--- src/rtl/serdes_rx_aligner_if.sv ---
// Serial-bit-in / aligned-word-out bundle for serdes_rx_aligner.
// master: serial front end that drives bits and observes words; slave: the aligner.
interface serdes_rx_aligner_if #(
  parameter int DATA_W = 16
);
  logic              bit_in;
  logic              bit_valid;
  logic [DATA_W-1:0] rx_data;
  logic              rx_valid;
  logic              rx_is_comma;
  logic              aligned;
  logic              lock_lost;
  logic [7:0]        comma_err_cnt;

  modport master (
    output bit_in,
    output bit_valid,
    input  rx_data,
    input  rx_valid,
    input  rx_is_comma,
    input  aligned,
    input  lock_lost,
    input  comma_err_cnt
  );

  modport slave (
    input  bit_in,
    input  bit_valid,
    output rx_data,
    output rx_valid,
    output rx_is_comma,
    output aligned,
    output lock_lost,
    output comma_err_cnt
  );
endinterface

--- src/rtl/serdes_rx_aligner.sv ---
// Deserializes a qualified serial bit stream into DATA_W-bit words, finds the word
// boundary from a comma pattern at any bit offset, confirms lock and tracks its loss.
module serdes_rx_aligner #(
  parameter int                DATA_W     = 16,
  parameter logic [DATA_W-1:0] COMMA      = 16'h50BC,
  parameter int                LOCK_CNT   = 4,
  parameter int                UNLOCK_CNT = 3,
  parameter bit                LSB_FIRST  = 1'b1
) (
  input logic                clk,
  input logic                rst,
  serdes_rx_aligner_if.slave rx
);

  localparam int CNT_W   = $clog2(DATA_W);
  localparam int MATCH_W = $clog2(LOCK_CNT + 1);
  localparam int MISS_W  = $clog2(UNLOCK_CNT + 1);

  localparam logic [CNT_W-1:0]   WORD_LAST   = CNT_W'(DATA_W - 1);
  localparam logic [MATCH_W-1:0] MATCH_LAST  = MATCH_W'(LOCK_CNT - 1);
  localparam logic [MATCH_W-1:0] MATCH_ONE   = MATCH_W'(1);
  localparam logic [MISS_W-1:0]  MISS_LAST   = MISS_W'(UNLOCK_CNT - 1);
  localparam bit                 DIRECT_LOCK = (LOCK_CNT == 1);

  typedef enum logic [1:0] {
    ST_HUNT    = 2'd0,
    ST_CONFIRM = 2'd1,
    ST_LOCKED  = 2'd2
  } state_t;

  state_t              state_reg, state_next;
  logic [DATA_W-1:0]   sr_reg;
  logic [DATA_W-1:0]   sr_shift;
  logic [CNT_W-1:0]    fill_reg, fill_next;
  logic [CNT_W-1:0]    bcnt_reg, bcnt_next;
  logic [MATCH_W-1:0]  match_reg, match_next;
  logic [MISS_W-1:0]   miss_reg, miss_next;
  logic [7:0]          err_reg, err_next;

  logic [DATA_W-1:0]   rx_data_reg;
  logic                rx_valid_reg;
  logic                rx_is_comma_reg;
  logic                lock_lost_reg;

  logic                boundary;
  logic                word_is_comma;
  logic                comma_hit;
  logic                emit;
  logic                lost;

  // Candidate word including the bit on the input this cycle.
  genvar gi;
  generate
    if (LSB_FIRST) begin : g_lsb_first
      for (gi = 0; gi < DATA_W; gi++) begin : g_bit
        if (gi == DATA_W - 1) begin : g_top
          assign sr_shift[gi] = rx.bit_in;
        end else begin : g_mid
          assign sr_shift[gi] = sr_reg[gi+1];
        end
      end
    end else begin : g_msb_first
      for (gi = 0; gi < DATA_W; gi++) begin : g_bit
        if (gi == 0) begin : g_bottom
          assign sr_shift[gi] = rx.bit_in;
        end else begin : g_mid
          assign sr_shift[gi] = sr_reg[gi-1];
        end
      end
    end
  endgenerate

  // fill saturates at DATA_W-1, so equality means a full word is available.
  assign word_is_comma = (sr_shift == COMMA);
  assign boundary      = rx.bit_valid && (bcnt_reg == WORD_LAST);
  assign comma_hit     = rx.bit_valid && (fill_reg == WORD_LAST) && word_is_comma;

  always_ff @(posedge clk) begin
    if (rst) begin
      sr_reg   <= '0;
      fill_reg <= '0;
    end else if (rx.bit_valid) begin
      sr_reg   <= sr_shift;
      fill_reg <= fill_next;
    end
  end

  assign fill_next = (fill_reg == WORD_LAST) ? fill_reg : fill_reg + 1'b1;

  always_ff @(posedge clk) begin
    if (rst) begin
      state_reg <= ST_HUNT;
      bcnt_reg  <= '0;
      match_reg <= '0;
      miss_reg  <= '0;
      err_reg   <= '0;
    end else begin
      state_reg <= state_next;
      bcnt_reg  <= bcnt_next;
      match_reg <= match_next;
      miss_reg  <= miss_next;
      err_reg   <= err_next;
    end
  end

  always_comb begin
    state_next = state_reg;
    match_next = match_reg;
    miss_next  = miss_reg;
    err_next   = err_reg;
    emit       = 1'b0;
    lost       = 1'b0;
    bcnt_next  = bcnt_reg;
    if (rx.bit_valid) begin
      bcnt_next = boundary ? '0 : bcnt_reg + 1'b1;
    end

    case (state_reg)
      ST_HUNT: begin
        if (comma_hit) begin
          bcnt_next  = '0;
          match_next = MATCH_ONE;
          miss_next  = '0;
          emit       = 1'b1;
          state_next = DIRECT_LOCK ? ST_LOCKED : ST_CONFIRM;
        end
      end

      ST_CONFIRM: begin
        if (boundary) begin
          emit = 1'b1;
          if (word_is_comma) begin
            if (match_reg == MATCH_LAST) begin
              state_next = ST_LOCKED;
              miss_next  = '0;
            end else begin
              match_next = match_reg + 1'b1;
            end
          end
        end else if (comma_hit) begin
          // Comma at a new offset: restart confirmation on that boundary.
          bcnt_next  = '0;
          match_next = MATCH_ONE;
          emit       = 1'b1;
        end
      end

      ST_LOCKED: begin
        if (boundary) begin
          emit = 1'b1;
          if (word_is_comma) begin
            miss_next = '0;
          end
        end else if (comma_hit) begin
          // Boundary is kept; only repeated misplaced commas drop the lock.
          if (err_reg != 8'hFF) begin
            err_next = err_reg + 1'b1;
          end
          if (miss_reg == MISS_LAST) begin
            state_next = ST_HUNT;
            lost       = 1'b1;
            miss_next  = '0;
            match_next = '0;
          end else begin
            miss_next = miss_reg + 1'b1;
          end
        end
      end

      default: begin
        state_next = ST_HUNT;
      end
    endcase
  end

  always_ff @(posedge clk) begin
    if (rst) begin
      rx_data_reg     <= '0;
      rx_valid_reg    <= 1'b0;
      rx_is_comma_reg <= 1'b0;
      lock_lost_reg   <= 1'b0;
    end else begin
      rx_valid_reg    <= emit;
      rx_is_comma_reg <= emit && word_is_comma;
      lock_lost_reg   <= lost;
      if (emit) begin
        rx_data_reg <= sr_shift;
      end
    end
  end

  assign rx.rx_data       = rx_data_reg;
  assign rx.rx_valid      = rx_valid_reg;
  assign rx.rx_is_comma   = rx_is_comma_reg;
  assign rx.aligned       = (state_reg == ST_LOCKED);
  assign rx.lock_lost     = lock_lost_reg;
  assign rx.comma_err_cnt = err_reg;

endmodule

--- src/flat_wrapper.sv ---
// flat-port wrapper written by rule: the top's interface ports become plain ports
module serdes_rx_aligner_flat 
#(
  parameter int                DATA_W     = 16,
  parameter logic [DATA_W-1:0] COMMA      = 16'h50BC,
  parameter int                LOCK_CNT   = 4,
  parameter int                UNLOCK_CNT = 3,
  parameter bit                LSB_FIRST  = 1'b1
)
  (clk, rst, rx_bit_in, rx_bit_valid, rx_rx_data, rx_rx_valid, rx_rx_is_comma, rx_aligned, rx_lock_lost, rx_comma_err_cnt);
  serdes_rx_aligner_if #(.DATA_W(DATA_W)) rx_i ();
  input logic clk;
  input logic rst;
  input wire logic [$bits(rx_i.bit_in)-1:0] rx_bit_in;
  input wire logic [$bits(rx_i.bit_valid)-1:0] rx_bit_valid;
  output wire logic [$bits(rx_i.rx_data)-1:0] rx_rx_data;
  output wire logic [$bits(rx_i.rx_valid)-1:0] rx_rx_valid;
  output wire logic [$bits(rx_i.rx_is_comma)-1:0] rx_rx_is_comma;
  output wire logic [$bits(rx_i.aligned)-1:0] rx_aligned;
  output wire logic [$bits(rx_i.lock_lost)-1:0] rx_lock_lost;
  output wire logic [$bits(rx_i.comma_err_cnt)-1:0] rx_comma_err_cnt;
  assign rx_i.bit_in = rx_bit_in;
  assign rx_i.bit_valid = rx_bit_valid;
  assign rx_rx_data = rx_i.rx_data;
  assign rx_rx_valid = rx_i.rx_valid;
  assign rx_rx_is_comma = rx_i.rx_is_comma;
  assign rx_aligned = rx_i.aligned;
  assign rx_lock_lost = rx_i.lock_lost;
  assign rx_comma_err_cnt = rx_i.comma_err_cnt;
  serdes_rx_aligner #(.DATA_W(DATA_W), .COMMA(COMMA), .LOCK_CNT(LOCK_CNT), .UNLOCK_CNT(UNLOCK_CNT), .LSB_FIRST(LSB_FIRST)) u_core (.clk(clk), .rst(rst), .rx(rx_i));
endmodule
--- config.mk ---
export PLATFORM = sky130hd
export DESIGN_NAME = serdes_rx_aligner_flat
export DESIGN_NICKNAME = d
export VERILOG_FILES = /design/src/rtl/serdes_rx_aligner_if.sv /design/src/rtl/serdes_rx_aligner.sv /design/src/flat_wrapper.sv
export SDC_FILE = /design/constraint.sdc
export NUM_CORES = 1
export LEC_CHECK = 0
export ABC_AREA = 1
export BUFFER_PORTS_ARGS = -buffer_cell sky130_fd_sc_hd__buf_2
export CORE_MARGIN = 10
export CORE_UTILIZATION = 65
export CTS_BUF_LIST = sky130_fd_sc_hd__clkbuf_4 sky130_fd_sc_hd__clkbuf_8
export DETAILED_ROUTE_END_ITERATION = 12
export PLACE_DENSITY = 0.95
export SLEW_MARGIN = 10
export SYNTH_ARGS = -nofsm -noshare
export SYNTH_HDL_FRONTEND = slang
export SYNTH_SLANG_ARGS = --single-unit
--- constraint.sdc ---
create_clock -name clk -period 4.36 [get_ports clk]
set_input_delay 0.872 -clock clk [delete_from_list [all_inputs] [get_ports clk]]
set_output_delay 0.872 -clock clk [all_outputs]
set_load 0.01 [all_outputs]
Yosys cells after proc, flatten, opt, wreduce, memory -nomap -nowiden
Index checks and enable logic that the tools add are counted. W data, S select, Z words.

Input bits: 4. Output and inout bits: 28. Bits in registers: 58. Logic and storage cells: 86.

Mux-type cells: 35. Bitwise gates (word level): 4. Eq/ne operators: 19. Add/subtract/negate cells: 5. Reduce and logical (&&, ||, !) cells: 12.

Operators with widths (count): $mux W2 (15); $mux W3 (7); $eq A16 B15 Y1 const B (1); $mux W4 (4); $reduce_and A7 Y1 (2); $ne A2 B1 Y1 const B (6); $pmux W2 S3 (2); $ne A3 B3 Y1 const B (3); $pmux W3 S3 (1); $add A4 B1 Y4 const B (2); $add A8 B1 Y8 const B (1); $eq A4 B4 Y1 const B (2); $ne A8 B8 Y1 const B (1); $pmux W4 S2 (1); $reduce_and A6 Y1 (1); $eq A2 B2 Y1 const B (2); $logic_and A1 B1 Y1 (4); $mux W1 (4); $not A1 Y1 (4); $reduce_and A4 Y1 (1); $reduce_or A4 Y1 (1); $add A3 B1 Y3 const B (1); $eq A3 B2 Y1 const B (1); $ne A3 B1 Y1 const B (1); other kinds (7) (7).

Logic depth before layout (Yosys ltp)
Depth in word-level cells: 7. Gate-level depth with buffers: 12. Depth with buffers taken out: 11.

Least setup slack after synthesis
No wires, ideal clock.

Path kind: input-to-reg. Start: input port rx_bit_in. End: register u_core.rx_data_reg[4], in the netlist u_core.rx.rx_data[4]. Stages: 11. Arrival: 1745 ps. Setup time: 115 ps. Path buffers: 1. Setup slack: 2500 ps. Required time: 4245 ps. Path through: nor2_1 nand2_1 nor2_1 nand3_2 nand2_1 nand2_1 nand3_4 buf_6 nand3_1 nand2_1 nor2_1.

Cells in the longest elaborated chain, start to end: 5.

Ends and longest elaborated chain: start: declaration (line flat_wrapper.sv:14) `input wire logic [$bits(rx_i.bit_in)-1:0] rx_bit_in;`; $eq A16 B15 Y1 * (line serdes_rx_aligner.sv:74) `assign word_is_comma = (sr_shift == COMMA);`; $logic_and A1 B1 Y1 * (line serdes_rx_aligner.sv:76) `assign comma_hit = rx.bit_valid && (fill_reg == WORD_LAST) && word_is_comma;`; $mux W1 * (line serdes_rx_aligner.sv:120, serdes_rx_aligner.sv:140); $mux W1 (line serdes_rx_aligner.sv:130) `if (boundary) begin`; $pmux W1 S3 * (line serdes_rx_aligner.sv:118) `case (state_reg)`; end signal: assignment (line serdes_rx_aligner.sv:187) `rx_data_reg <= sr_shift;`; end: declaration (line serdes_rx_aligner.sv:40) `logic [DATA_W-1:0] rx_data_reg;`.

Mark *: on every way between the ends. The rest lies on a longest branch, timed or not. A chain may end at the register's enable or synchronous reset.

Worst setup path in the final report
Start: input port rx_bit_valid. End: register u_core.rx_data_reg[12], in the netlist u_core.rx.rx_data[12].

Cells in the longest elaborated chain, start to end: 5. Elaborated cells between the ends (all ways): 7. Those cells by class: mux (4); reduce/logical (3).

Ends and longest elaborated chain: start: declaration (line flat_wrapper.sv:15) `input wire logic [$bits(rx_i.bit_valid)-1:0] rx_bit_valid;`; $logic_and A1 B1 Y1 (2 in series) (line serdes_rx_aligner.sv:76); $mux W1 (line serdes_rx_aligner.sv:120, serdes_rx_aligner.sv:140); $mux W1 (line serdes_rx_aligner.sv:130); $pmux W1 S3 * (line serdes_rx_aligner.sv:118).

Marked as above.

==> Implementation_results.wiki <==
{| class="wikitable"
! Metric !! Value
|-
| Detailed Route Iter0 Violations || 212
|-
| Power per cell area || 355 mW/mm²
|-
| Number of max-slew violations in the final report || 0
|-
| Final-stage net count || 433
|-
| Clock Skew || 0.00814 ns
|-
| Yosys warnings || 0
|-
| FF-to-FF setup slack || 2.37 ns
|-
| Max-Slew Margin vs Limit || 37.7%
|-
| Inserted Diodes || 0
|-
| Seq cells post-synth || 57
|-
| Routed wire length || 6.22 mm
|-
| Post-route antenna net violation count || 0
|-
| Sort of element at the start of the critical path || input port
|-
| GRT Overall Usage || 17.8%
|-
| Result of the run || finished clean
|-
| Syn_nets || 406
|-
| Least-Margin Pin Slew || 0.929 ns
|-
| Clock input transition at the sequential cells of the worst setup and hold paths || 0.07 ns
|-
| Layout cells sized above 1 || 17.2%
|-
| Crit path required time || 4.58 ns
|-
| HP Class || register to register
|-
| Half-perimeter wire length of the detailed placement result || 4.30 mm
|-
| Final total negative setup slack || 0 ns
|-
| Maximum buffer depth of the clock tree || 2
|-
| Port Buf Inserts || 31
|-
| Achievable Freq || 418 MHz
|-
| Area grow syn2layout || 12.7%
|-
| Buffers inserted during post-CTS setup optimization || 0
|-
| Area after DPL || 0.00294 mm²
|-
| Global placer's final weighted congestion || 0.973
|-
| Deepest level of the CTS H-tree || 3
|-
| Critical-path maximum fanout || 40
|-
| Sum of overflow across all layers after global routing || 0
|-
| Post-synth top area cell || sky130_fd_sc_hd__dfxtp_1
|-
| Pin count of the biggest net entering global routing || 41
|-
| Number of gates resized after CTS || 0
|-
| XOR/XNOR share of the synthesized area || 1.88%
|-
| Layout Utilization || 77.1%
|-
| Fraction of the yosys area taken by sequential cells || 40.8%
|-
| Dominant combinational cell family by area after synthesis || simple AND/OR/NAND/NOR gates
|-
| Place WS || 1.74 ns
|-
| Vias in the first global route || 2420
|-
| Type of the worst setup path || input port to register
|-
| Synth cell types || 32
|-
| Multi-input gate area in the final layout || 0.00140 mm²
|-
| Pleak || 1.45 nW
|-
| Number of clock sinks || 57
|-
| Site row count || 23
|-
| Synth Area in Compound Gates || 13.3%
|-
| Final-report setup violation count || 0
|-
| Cts hold-fix bufs || 0
|-
| Wire length of the first global-routing pass || 10.8 mm
|-
| Max FFs per register || 16
|-
| Post-synthesis share of cell area spent on and, or, nand and nor gates || 30.8%
|-
| Unrepaired setup endpoints after global routing || no
|-
| Cts bufs inserted || 9
|-
| Final Critical Period || 2.39 ns
|-
| Num ports || 32
|-
| Initial Utilization || 68.4%
|-
| Number of antenna violations at the first check in global routing || 0
|-
| Number of vias per cell after detailed routing || 5.50
|-
| Total number of vias || 2613
|-
| DR DRC count || 0
|-
| Area share of fa/ha/maj cells after synthesis || 4.03%
|-
| Mean instance size in the synthesized netlist || 7.11 µm²
|-
| Post-Layout Inst Area || 0.00315 mm²
|-
| Area share of the largest cell type after synthesis || 40.8%
|-
| Average routed wire per standard cell || 13.1 µm
|-
| Top cells by area, synth || sky130_fd_sc_hd__dfxtp_1 41%, sky130_fd_sc_hd__nand2_1 9.7%, sky130_fd_sc_hd__a21oi_1 7.9%
|-
| CP Capture Type || register
|-
| Ratio of final minimum period to clock period || 54.8%
|-
| Synth Cell Area || 0.00280 mm²
|-
| Worst path setup slack after routing || 1.97 ns
|-
| Hold Vio Cnt, Final || 0
|-
| IR Drop Worst-Case VDD || 0.000273 V
|-
| Die outline width || 85.6 µm
|-
| Area of all sequential standard cells || 0.00114 mm²
|-
| CTS tree || yes
|-
| Die area || 0.00732 mm²
|-
| Critical path arrival || 2.62 ns
|-
| CTS root buf || sky130_fd_sc_hd__clkbuf_8
|-
| Die outline height || 85.6 µm
|-
| Gate Count Post-Synth || 393
|-
| Number of search-and-repair iterations in the first detailed-routing pass || 5
|-
| Skew-Pair Late Insertion Delay || 0.34 ns
|-
| Maximum capacitance violations || 0
|-
| Number of filler cells placed in the layout || 290
|-
| Standard cell core area || 0.00409 mm²
|-
| Share of synthesized area spent on multiplexers || 0%
|}
-- through the flow --
stage | total power [mW] | instances | hold WS [ns]
3_3_place_gp | 0.604 | 459 | 0.451
2_1_floorplan | 0.594 | 393 | 0.440
6_report | 1.12 | 475 | 0.470
3_5_place_dp | 0.608 | 459 | 0.457
5_1_grt | 1.16 | 475 | 0.504
4_1_cts | 1.12 | 475 | 0.471
-- final timing paths --
kind	from	cells after the start	end
max	rx_bit_valid	8	u_core.rx.rx_data[12]
min	u_core.match_reg[1]	2	u_core.match_reg[1]
max reg2reg	u_core.state_reg[1]	6	u_core.miss_reg[0]
min reg2reg	u_core.match_reg[1]	2	u_core.match_reg[1]
-- power by group --
| group | switching, mW | leakage, nW | internal (mW) |
|---|---|---|---|
| clock | 0.210 | 0.105 | 0.309 |
| combinational | 0.0364 | 0.884 | 0.0169 |
| sequential | 0.0105 | 0.463 | 0.534 |
-- logic make-up (layout without fill, tap and decap cells) --
kind of cell    Yosys count  after routing
simple gates            189            189
flops                    57             57
compound gates           71             71
xor+xnor                  6              6
buf+inv                  61             93
fa+ha+maj                 9              9
-- cells in the mapped netlist, drive strengths merged --
cell and n:
xnor2 3, o2111ai 2, ha 9, o21a 1
clkinv 3, clkbuf 11, nor2 64, nand4 11
a221oi 1, dfxtp 57, and3 1, nand2 74
nor4 1, nor3 4, inv 42, nand3 34
o21ai 22, a21oi 45, buf 5, xor2 3
-- final cells by class --
class                      count  share of cell area [%]
multi-input combinational    275                    44.4
clock inverter                 4                    1.59
tap                           50                    1.99
sequential                    57                    36.2
inverter                      45                    5.40
clock buffer                  12                    5.24
timing repair buffer          32                    5.16
-- per-layer routing --
| layer | global-route usage (%) | wire length (µm) | part of all wire, % | vias up |
|---|---|---|---|---|
| li1 | - | - | - | 1334 |
| met1 | 20.9 | 2770 | 45 | 1184 |
| met2 | 28.8 | 2910 | 47 | 86 |
| met3 | 7.00 | 454 | 7.3 | 9 |
| met4 | 6.44 | 87 | 1.4 | 0 |
| met5 | 0 | 0 | 0 | - |
-- cell usage in the layout (no fill, tap or decap), drive strengths merged --
cell type / instances
bufinv: 1
o2111ai: 2
o21ai: 22
buf: 32
clkinvlp: 2
nor4: 1
clkbuf: 12
nand4: 11
nor3: 4
nand3: 34
xnor2: 3
dfxtp: 57
nand2: 74
o21a: 1
a221oi: 1
xor2: 3
nor2: 64
inv: 42
ha: 9
a21oi: 45
and3: 1
clkinv: 4
-- worst max-delay path, stage by stage --
cell and delay, ns:
sky130_fd_sc_hd__buf_2 0.49, sky130_fd_sc_hd__nand4_2 0.29, sky130_fd_sc_hd__nor2_1 0.20, sky130_fd_sc_hd__inv_1 0.11, sky130_fd_sc_hd__nand3_4 0.31, sky130_fd_sc_hd__nand3_1 0.18
sky130_fd_sc_hd__nand2_1 0.11, sky130_fd_sc_hd__nor2_1 0.04
(Power assumes the default switching activity.)
